--- config.mk ---
export PLATFORM = sky130hd
export DESIGN_NAME = access_ctrl
export DESIGN_NICKNAME = d
export VERILOG_FILES = /design/src/rtl/access_pkg.sv /design/src/rtl/access_timer.sv /design/src/rtl/access_ctrl.sv
export SDC_FILE = /design/constraint.sdc
export NUM_CORES = 1
export LEC_CHECK = 0
export CAP_MARGIN = 10
export CORE_ASPECT_RATIO = 1.75
export CORE_MARGIN = 8
export CORE_UTILIZATION = 50
export DETAILED_ROUTE_END_ITERATION = 10
export HOLD_SLACK_MARGIN = 0.1
export PLACE_DENSITY = 0.79
export REMOVE_ABC_BUFFERS = 1
export SYNTH_ARGS = -nofsm -noshare
export SYNTH_HDL_FRONTEND = slang
export SYNTH_SLANG_ARGS = --single-unit
--- constraint.sdc ---
create_clock -name clk -period 3.1 [get_ports clk]
set_clock_uncertainty 0.15 [all_clocks]
set_input_delay 0.775 -clock clk [delete_from_list [all_inputs] [get_ports clk]]
set_output_delay 0.775 -clock clk [all_outputs]
set_load 0.01 [all_outputs]
--- src/rtl/access_pkg.sv ---
// Shared types, widths and helpers for the UID access controller.
package access_pkg;

  localparam int UID_W   = 32;
  localparam int FAIL_W  = 4;
  localparam int GRANT_W = 16;
  localparam int TIMER_W = 32;

  typedef enum logic [2:0] {
    IDLE    = 3'd0,
    CHECK   = 3'd1,
    GRANT   = 3'd2,
    DENY    = 3'd3,
    LOCKOUT = 3'd4
  } state_t;

  // Increment that sticks at all-ones instead of wrapping.
  function automatic logic [GRANT_W-1:0] sat_inc(input logic [GRANT_W-1:0] v);
    logic [GRANT_W-1:0] r;
    if (&v) begin
      r = v;
    end else begin
      r = v + 16'd1;
    end
    return r;
  endfunction

endpackage

--- src/rtl/access_timer.sv ---
// Loadable down-counter that parks at zero; zero flag decoded from the count register.
module access_timer
  import access_pkg::*;
(
  input  logic               clk,
  input  logic               rst,
  input  logic               load,
  input  logic               en,
  input  logic [TIMER_W-1:0] load_value,
  output logic               zero
);

  logic [TIMER_W-1:0] count_r;

  // Count register: load wins over decrement, never wraps below zero.
  always_ff @(posedge clk) begin
    if (rst) begin
      count_r <= 32'd0;
    end else if (load) begin
      count_r <= load_value;
    end else if (en && (count_r != 32'd0)) begin
      count_r <= count_r - 32'd1;
    end else begin
      count_r <= count_r;
    end
  end

  assign zero = (count_r == 32'd0);

endmodule

--- src/rtl/access_ctrl.sv ---
// UID sequencing controller: accept UID, query allow-list, drive timed
// unlock / deny / lockout outputs, track consecutive misses and grants.
module access_ctrl
  import access_pkg::*;
#(
  parameter logic [TIMER_W-1:0] UNLOCK_CYCLES  = 32'd50_000_000,
  parameter logic [TIMER_W-1:0] DENY_CYCLES    = 32'd10_000_000,
  parameter logic [TIMER_W-1:0] LOCKOUT_CYCLES = 32'd500_000_000,
  parameter logic [FAIL_W-1:0]  MAX_FAILS      = 4'd3
) (
  input  logic               clk,
  input  logic               rst,
  input  logic               uid_valid,
  input  logic [UID_W-1:0]   uid,
  output logic               uid_ready,
  output logic [UID_W-1:0]   lut_uid,
  input  logic               lut_allowed,
  output logic               unlock,
  output logic               deny,
  output logic               locked_out,
  output logic [FAIL_W-1:0]  fail_count,
  output logic [GRANT_W-1:0] grant_total
);

  state_t             state_r, state_s;
  logic [UID_W-1:0]   lut_uid_r, lut_uid_s;
  logic [FAIL_W-1:0]  fail_r, fail_s;
  logic [GRANT_W-1:0] grant_r, grant_s;
  logic               ready_r, unlock_r, deny_r, locked_r;
  logic               tmr_load_s, tmr_en_s, tmr_zero_s;
  logic [TIMER_W-1:0] tmr_value_s;
  logic [FAIL_W:0]    fail_inc_s;

  access_timer u_timer (
    .clk        (clk),
    .rst        (rst),
    .load       (tmr_load_s),
    .en         (tmr_en_s),
    .load_value (tmr_value_s),
    .zero       (tmr_zero_s)
  );

  // Widened so the compare against MAX_FAILS cannot wrap at 15.
  assign fail_inc_s = {1'b0, fail_r} + 5'd1;

  // Next-state, counter updates and timer control.
  always_comb begin
    state_s     = state_r;
    lut_uid_s   = lut_uid_r;
    fail_s      = fail_r;
    grant_s     = grant_r;
    tmr_load_s  = 1'b0;
    tmr_value_s = 32'd0;
    tmr_en_s    = 1'b0;
    case (state_r)
      IDLE: begin
        if (uid_valid) begin
          lut_uid_s = uid;
          state_s   = CHECK;
        end else begin
          state_s   = IDLE;
        end
      end
      CHECK: begin
        tmr_load_s = 1'b1;
        if (lut_allowed) begin
          fail_s      = 4'd0;
          grant_s     = sat_inc(grant_r);
          tmr_value_s = UNLOCK_CYCLES - 32'd1;
          state_s     = GRANT;
        end else if (fail_inc_s == {1'b0, MAX_FAILS}) begin
          fail_s      = MAX_FAILS;
          tmr_value_s = LOCKOUT_CYCLES - 32'd1;
          state_s     = LOCKOUT;
        end else begin
          fail_s      = fail_inc_s[FAIL_W-1:0];
          tmr_value_s = DENY_CYCLES - 32'd1;
          state_s     = DENY;
        end
      end
      GRANT, DENY: begin
        tmr_en_s = 1'b1;
        if (tmr_zero_s) begin
          state_s = IDLE;
        end else begin
          state_s = state_r;
        end
      end
      LOCKOUT: begin
        tmr_en_s = 1'b1;
        if (tmr_zero_s) begin
          fail_s  = 4'd0;
          state_s = IDLE;
        end else begin
          state_s = LOCKOUT;
        end
      end
      default: begin
        state_s = IDLE;
      end
    endcase
  end

  // State, counters and registered outputs (decoded from the next state).
  always_ff @(posedge clk) begin
    if (rst) begin
      state_r   <= IDLE;
      lut_uid_r <= 32'd0;
      fail_r    <= 4'd0;
      grant_r   <= 16'd0;
      ready_r   <= 1'b1;
      unlock_r  <= 1'b0;
      deny_r    <= 1'b0;
      locked_r  <= 1'b0;
    end else begin
      state_r   <= state_s;
      lut_uid_r <= lut_uid_s;
      fail_r    <= fail_s;
      grant_r   <= grant_s;
      ready_r   <= (state_s == IDLE);
      unlock_r  <= (state_s == GRANT);
      deny_r    <= (state_s == DENY);
      locked_r  <= (state_s == LOCKOUT);
    end
  end

  assign uid_ready   = ready_r;
  assign lut_uid     = lut_uid_r;
  assign unlock      = unlock_r;
  assign deny        = deny_r;
  assign locked_out  = locked_r;
  assign fail_count  = fail_r;
  assign grant_total = grant_r;

endmodule

==> results of run 1 <==
==> per-layer routing <==
layer  global-route usage [%]  wire length, um  share of wire [%]  up-vias
met2                    36.77             5835                 49      188
met3                    5.615              867                7.2       44
met4                    13.63              519                4.3        0
met5                        0                0                  0        -
met1                    22.03             4756                 40     1925
li1                         -                -                  -     2008
==> cells in the final DEF (no fill, tap or decap), types with 3 or more instances in the layout <==
| master | instances |
|---|---|
| clkdlybuf4s50_1 | 90 |
| inv_1 | 12 |
| nand4b_1 | 4 |
| nor3_1 | 16 |
| nand4_1 | 5 |
| a211oi_1 | 6 |
| or3b_2 | 3 |
| or4_1 | 8 |
| nand3b_1 | 3 |
| o21ai_0 | 19 |
| a31oi_1 | 6 |
| o22ai_1 | 3 |
| a21oi_1 | 62 |
| a311oi_1 | 3 |
| ha_1 | 4 |
| nor4_1 | 9 |
| and2_1 | 3 |
| nor2b_1 | 3 |
| nand2_1 | 82 |
| nor2_1 | 44 |
| mux2i_1 | 5 |
| nand3_1 | 14 |
| xnor2_1 | 9 |
| o2111ai_1 | 3 |
| xor2_1 | 8 |
| buf_4 | 11 |
| and3_1 | 5 |
| and4_1 | 4 |
| clkbuf_16 | 9 |
| or3_1 | 13 |
| dfxtp_1 | 91 |
| o21a_1 | 6 |
==> path summary, 6_finish.rpt <==
| path | from | cells past startpoint | slack, ns | to |
|---|---|---|---|---|
| hold reg to reg | lut_uid[16] | 2 | 0.30 | lut_uid[16] |
| setup reg to reg | u_timer.count_r[19] | 6 | 0.22 | u_timer.count_r[20] |
| setup / recovery | u_timer.count_r[19] | 6 | 0.22 | u_timer.count_r[20] |
| hold / removal | lut_uid[16] | 2 | 0.30 | lut_uid[16] |
==> registers in the layout, indices dropped and copies added, names as in the netlist <==
signal / cells
lut_uid: 32
u_timer.count_r: 32
grant_total: 16
fail_count: 4
state_r: 3
deny: 1
locked_out: 1
uid_ready: 1
unlock: 1
==> per-stage QoR <==
step	setup TNS, ns	total power, mW
floorplan	-29.37	1.844
global placement	0	2.143
detailed placement	0	2.164
CTS	0	3.304
global route	0	3.456
finish	0	3.298
==> worst reg2reg max path, delay by kind of cell (launching register included) <==
kind            cells  cell delay, ns
simple gates        4            1.79
flops               1            0.35
compound gates      2            0.50
==> cell type report <==
| type | instances | share of cell area (%) |
|---|---|---|
| repair buffers | 102 | 17.97 |
| well taps | 92 | 2.093 |
| inverters | 12 | 0.8191 |
| flip-flops and latches | 91 | 33.13 |
| clock inverters | 5 | 1.411 |
| clock buffers | 11 | 4.232 |
| multi-input cells | 383 | 40.34 |
==> power by group through the flow <==
stage	sequential, mW	combinational (mW)	clock [mW]
3_5_place_dp	1.38	0.786	0
5_1_grt	1.37	0.882	1.20
2_1_floorplan	1.38	0.466	0
6_report	1.36	0.805	1.13
4_1_cts	1.35	0.795	1.16
3_3_place_gp	1.37	0.771	0
==> logic make-up after synthesis <==
kind of cell / after synthesis / share of synthesized area (%)
AOI/OAI and AO/OA: 126 / 18.57
muxes: 5 / 1.190
and+or+nand+nor: 231 / 28.00
xor gates and xnor gates: 17 / 3.541
DFF: 91 / 43.32
adders and majority gates: 4 / 1.190
buffers and inverters: 42 / 4.195
==> flow_summary.ini, run 1 <==
[place]
dp_worst_setup_slack_ns = 0.2606
place_inst = 680
dp_hpwl_um = 8550
gp_congestion = 0.9728
dpl-instance-area_um2 = 5189
io_buffers = 91

[pwr]
swShare_pct = 29.84
p_comb_share_pct = 24.4
vdd_drop_max_mv = 0.3471
power.clock.fraction_pct = 34.4
power_leakage_nw = 1.975
internal_power_mw = 2.314
p_switching_mw = 0.9840
seqPwrFrac_pct = 41.2
power.density_nw_per_um2 = 599.7

[finish]
regArea_um2 = 1822
layout.nets = 639
fillCellCount = 690
stdcell_count = 696
design_area_um2 = 5499
n_antenna_cell = 0
drive_above_1_share_pct = 7.450
final_util_pct = 66.59
multi_input_area_um2 = 2218
area_growth_pct = 30.76

[critical_path]
cp_slowest_cell = or4_4
critPathTopFamily = simple AND/OR/NAND/NOR gates
cpPeakStageDelay_ns = 0.67
critPathLaunchType = register
worstPathArrival_ns = 2.98
path_cells = or4_1 -> or3_1 -> or4_4 -> a21oi_1 -> nor2_1 -> o311ai_2
critPathKind = reg2reg
crit_path_end_kind = register
path_max_fanout = 14
cp.buffers_inverters = 0
cp_data_required_time_ns = 3.20

[timing]
slew_headroom_pct = 36.15
timing.final.crit_share_pct = 92.97
report.final.hold_viol_count = 0
tightest_slew_ns = 0.9478
timing.final.ws_setup_ns = 0.2178
final_max_slew_viol_count = 0
rsz0062_at_grt = false
setup_viol = 0
period_needed_ns = 2.882
timing.hold.ws_ns = 0.3014
fmax_mhz = 347.0

[logic_synthesis]
ys_types = 58
synth_edf_count = 0
synth_area_um2 = 4205
synthCells = 516
yosys.area.top_type_share_pct = 43.32
ys_seq_area_share_pct = 43.32
ys_top_cells_by_count = dfxtp_1 (91), nand2_1 (82), a21oi_1 (62)
synth_ff_type = dfxtp_1
synth_area_leaders = dfxtp_1 (43%), a21oi_1 (7.4%), nand2_1 (7.3%)
synth_most_common_cell = dfxtp_1
synth-warning-count = 0
async_reset_ff_share_pct = 0
ys_ff_latch = 91
synth_area_leader_cell = dfxtp_1
syn_area_per_cell_um2 = 8.150

[drt]
ant_nets = 0
drtPass1Iterations = 5
drc_errors = 0
wl_per_cell_um = 17.21
finalWirelength_um = 11980
vias_per_cell = 5.984
drt-initial-drc-count = 248
vias = 4165

[status]
status = complete, no violations

[grt]
grt_pass1_wl_um = 20040
grt_pass1_vias = 4204
grt_overflow = 0
grt_max_degree = 43
grt_antenna_before_repair = 0
grtUsageTotal_pct = 21.13

[floorplan]
chipWidth_um = 85.33
start_util_pct = 50.92
die_h_um = 137.3
ioPinCount = 92
fp.coreArea_um2 = 8258
rows = 44
dieArea_um2 = 11720

[clock_network]
cts_tree = yes
cts-resized-gates = 0
root_buffer = clkbuf_16
postCtsSetupBuffers = 0
ctsHoldBuffers = 0
cts_sinks = 91
insertion_delay_ns = 0.34
h-tree-depth = 3
cts_buffer_depth = 2
clk_pin_slew_ns = 0.06
cts_buffers = 9

[min_path]
hold_class = reg2reg

[run]
cap_violations = 0
Note: power is estimated with default switching activity, not from simulation.
==> inputs of run 2 (changes only) <==
ABC_AREA = 1   (was default)
MAX_ROUTING_LAYER = met4   (was default)
PLACE_DENSITY = 0.74   (was 0.79)
==> run 2 against run 1 <==
  * Register-to-register slack gained 0.67 ns
  * Sequential power grew 4%
  * Non-clock buffer count shrank 3
  * Sequential share of layout area shrank 2.5 points
  * Clock power shrank 4%
  * Critical path depth shrank 5
  * Via count grew 17%
  * Maximum frequency grew 24%
  * Routed wire length grew 16%
  * Highest routed layer unchanged
==> flow_summary.ini, run 2 <==
[finish]
multi_input_area_um2 = 2477
regArea_um2 = 1822
drive_above_1_share_pct = 5.700
layout_common_cells = nor2_1 (178), nand2_1 (159), dfxtp_1 (91), clkdlybuf4s50_1 (91), inv_1 (54)
stdcell_count = 927
layout.nets = 843
area_growth_pct = 28.19
n_antenna_cell = 0
design_area_um2 = 5946
fillCellCount = 851
final_util_pct = 65.80
final_common_cell = nor2_1

[critical_path]
critPathTopFamily = buffers and inverters
rr_startpoint = u_timer.count_r[0]
crit_path_end_kind = output pin
cp_slowest_cell = clkdlybuf4s50_1
ff2ff_path_depth = 10
path_max_fanout = 7
ff2ff_setup_slack_ns = 0.89
rr_endpoint = u_timer.count_r[14]
crit_start = fail_count[0]
cpPeakStageDelay_ns = 0.62
cp_data_required_time_ns = 2.17
cp-endpoint = fail_count[0]
worstPathArrival_ns = 1.41
critPathKind = reg2out
path_cells = clkdlybuf4s50_1
cp.depth = 1
critPathLaunchType = register
cp.buffers_inverters = 1

[timing]
timing.final.ws_setup_ns = 0.7677
fin_setup_tns_ns = 0
timing.hold.ws_ns = 0.3293
final_max_slew_viol_count = 0
report.final.hold_viol_count = 0
setup_viol = 0
rsz0062_at_grt = false
period_needed_ns = 2.332
timing.final.crit_share_pct = 75.24
fmax_mhz = 428.8
slew_headroom_pct = 62.98
tightest_slew_ns = 0.5544

[clock_network]
clk_pin_slew_ns = 0.06
cts_buffers = 9
cts_buffer_depth = 2
ctsHoldBuffers = 0
root_buffer = clkbuf_16
cts_tree = yes
h-tree-depth = 3
insertion_delay_ns = 0.34
cts_sinks = 91
cts-resized-gates = 0
postCtsSetupBuffers = 0

[logic_synthesis]
synth_area_leader_cell = dfxtp_1
ys_top_cells_by_count = nor2_1 (178), nand2_1 (159), dfxtp_1 (91)
synth_area_um2 = 4638
synth-warning-count = 0
async_reset_ff_share_pct = 0
yosys.area.top_type_share_pct = 39.28
synth_edf_count = 0
synth_area_leaders = dfxtp_1 (39%), nor2_1 (14%), nand2_1 (13%)
synth_most_common_cell = nor2_1
ys_ff_latch = 91
synth_ff_type = dfxtp_1
syn_area_per_cell_um2 = 6.469
ys_types = 35
synthCells = 717
ys_seq_area_share_pct = 39.28

[place]
dpl-instance-area_um2 = 5662
place_inst = 912
dp_worst_setup_slack_ns = 0.4844
dp_hpwl_um = 10430
io_buffers = 91
gp_congestion = 0.9603

[pwr]
power.density_nw_per_um2 = 634.4
power.clock.fraction_pct = 28.5
vdd_drop_max_mv = 0.3752
p_switching_mw = 1.378
power_leakage_nw = 2.514
finalPower_mw = 3.772
internal_power_mw = 2.395
swShare_pct = 36.52
seqPwrFrac_pct = 37.6
p_comb_share_pct = 33.8

[drt]
drtPass1Iterations = 4
drc_errors = 0
finalWirelength_um = 13850
drt-initial-drc-count = 269
vias_per_cell = 5.273
vias = 4888
ant_nets = 0
wl_per_cell_um = 14.94

[floorplan]
die_h_um = 143.4
ioPinCount = 92
rows = 46
start_util_pct = 51.33
chipWidth_um = 88.81
dieArea_um2 = 12740
fp.coreArea_um2 = 9036

[status]
status = complete, no violations

[grt]
grt_max_degree = 36
grt_overflow = 0
grt_antenna_before_repair = 0
grt_pass1_vias = 4970
grtUsageTotal_pct = 23.64
grt_pass1_wl_um = 22680

[min_path]
hold_class = reg2reg

[run]
cap_violations = 0
## run 2: cell types whose count changed after synthesis, moves of 10 or more
cell      change
a21oi_1      -21
clkbuf_1     -10
inv_1        +42
nand2_1      +77
nand3_1      +27
nor2_1      +134
nor3_1       -11
o21ai_0      +31
or3_1        -13
## run 2: final cells by class
type,instances,area share (%)
Tap cell,120,2.525
Multi-Input combinational cell,541,41.67
Inverter,61,3.851
Clock buffer,10,3.851
Sequential cell,91,30.64
Timing Repair Buffer,99,16.54
Clock inverter,5,0.9259
## run 2: logic make-up (layout without fill, tap and decap cells)
family	count (synthesis)	in the layout	share of synthesized area, %
fa+ha+maj	4	4	1.079
buf+inv	85	175	7.310
xor+xnor	16	16	3.021
simple gates	416	416	37.71
compound gates	105	105	11.60
flops	91	91	39.28
## run 2: power by group through the flow
stage / Clock [mW] / Combinational, mW / Sequential, mW
floorplan: 0 / 0.828 / 1.43
global placement: 0 / 1.24 / 1.44
detailed placement: 0 / 1.26 / 1.44
CTS: 1.09 / 1.27 / 1.42
global route: 1.13 / 1.43 / 1.43
finish: 1.08 / 1.28 / 1.42
## run 2: worst min-delay path by stage
stage,start,to,cells after the start
floorplan,u_timer.count_r[1],u_timer.count_r[1],2
global placement,u_timer.count_r[1],u_timer.count_r[1],2
detailed placement,u_timer.count_r[1],u_timer.count_r[1],2
CTS,u_timer.count_r[1],u_timer.count_r[1],2
global route,lut_uid[4],lut_uid[4],2
finish,lut_uid[8],lut_uid[8],2
## run 2: layer usage
metal	global-route usage, %	routed length [um]	share of wire [%]
met3	7.208	1034	7.5
met5	-	0	0
met2	39.09	7040	51
met4	17.04	850	6.1
met1	22.50	4927	36
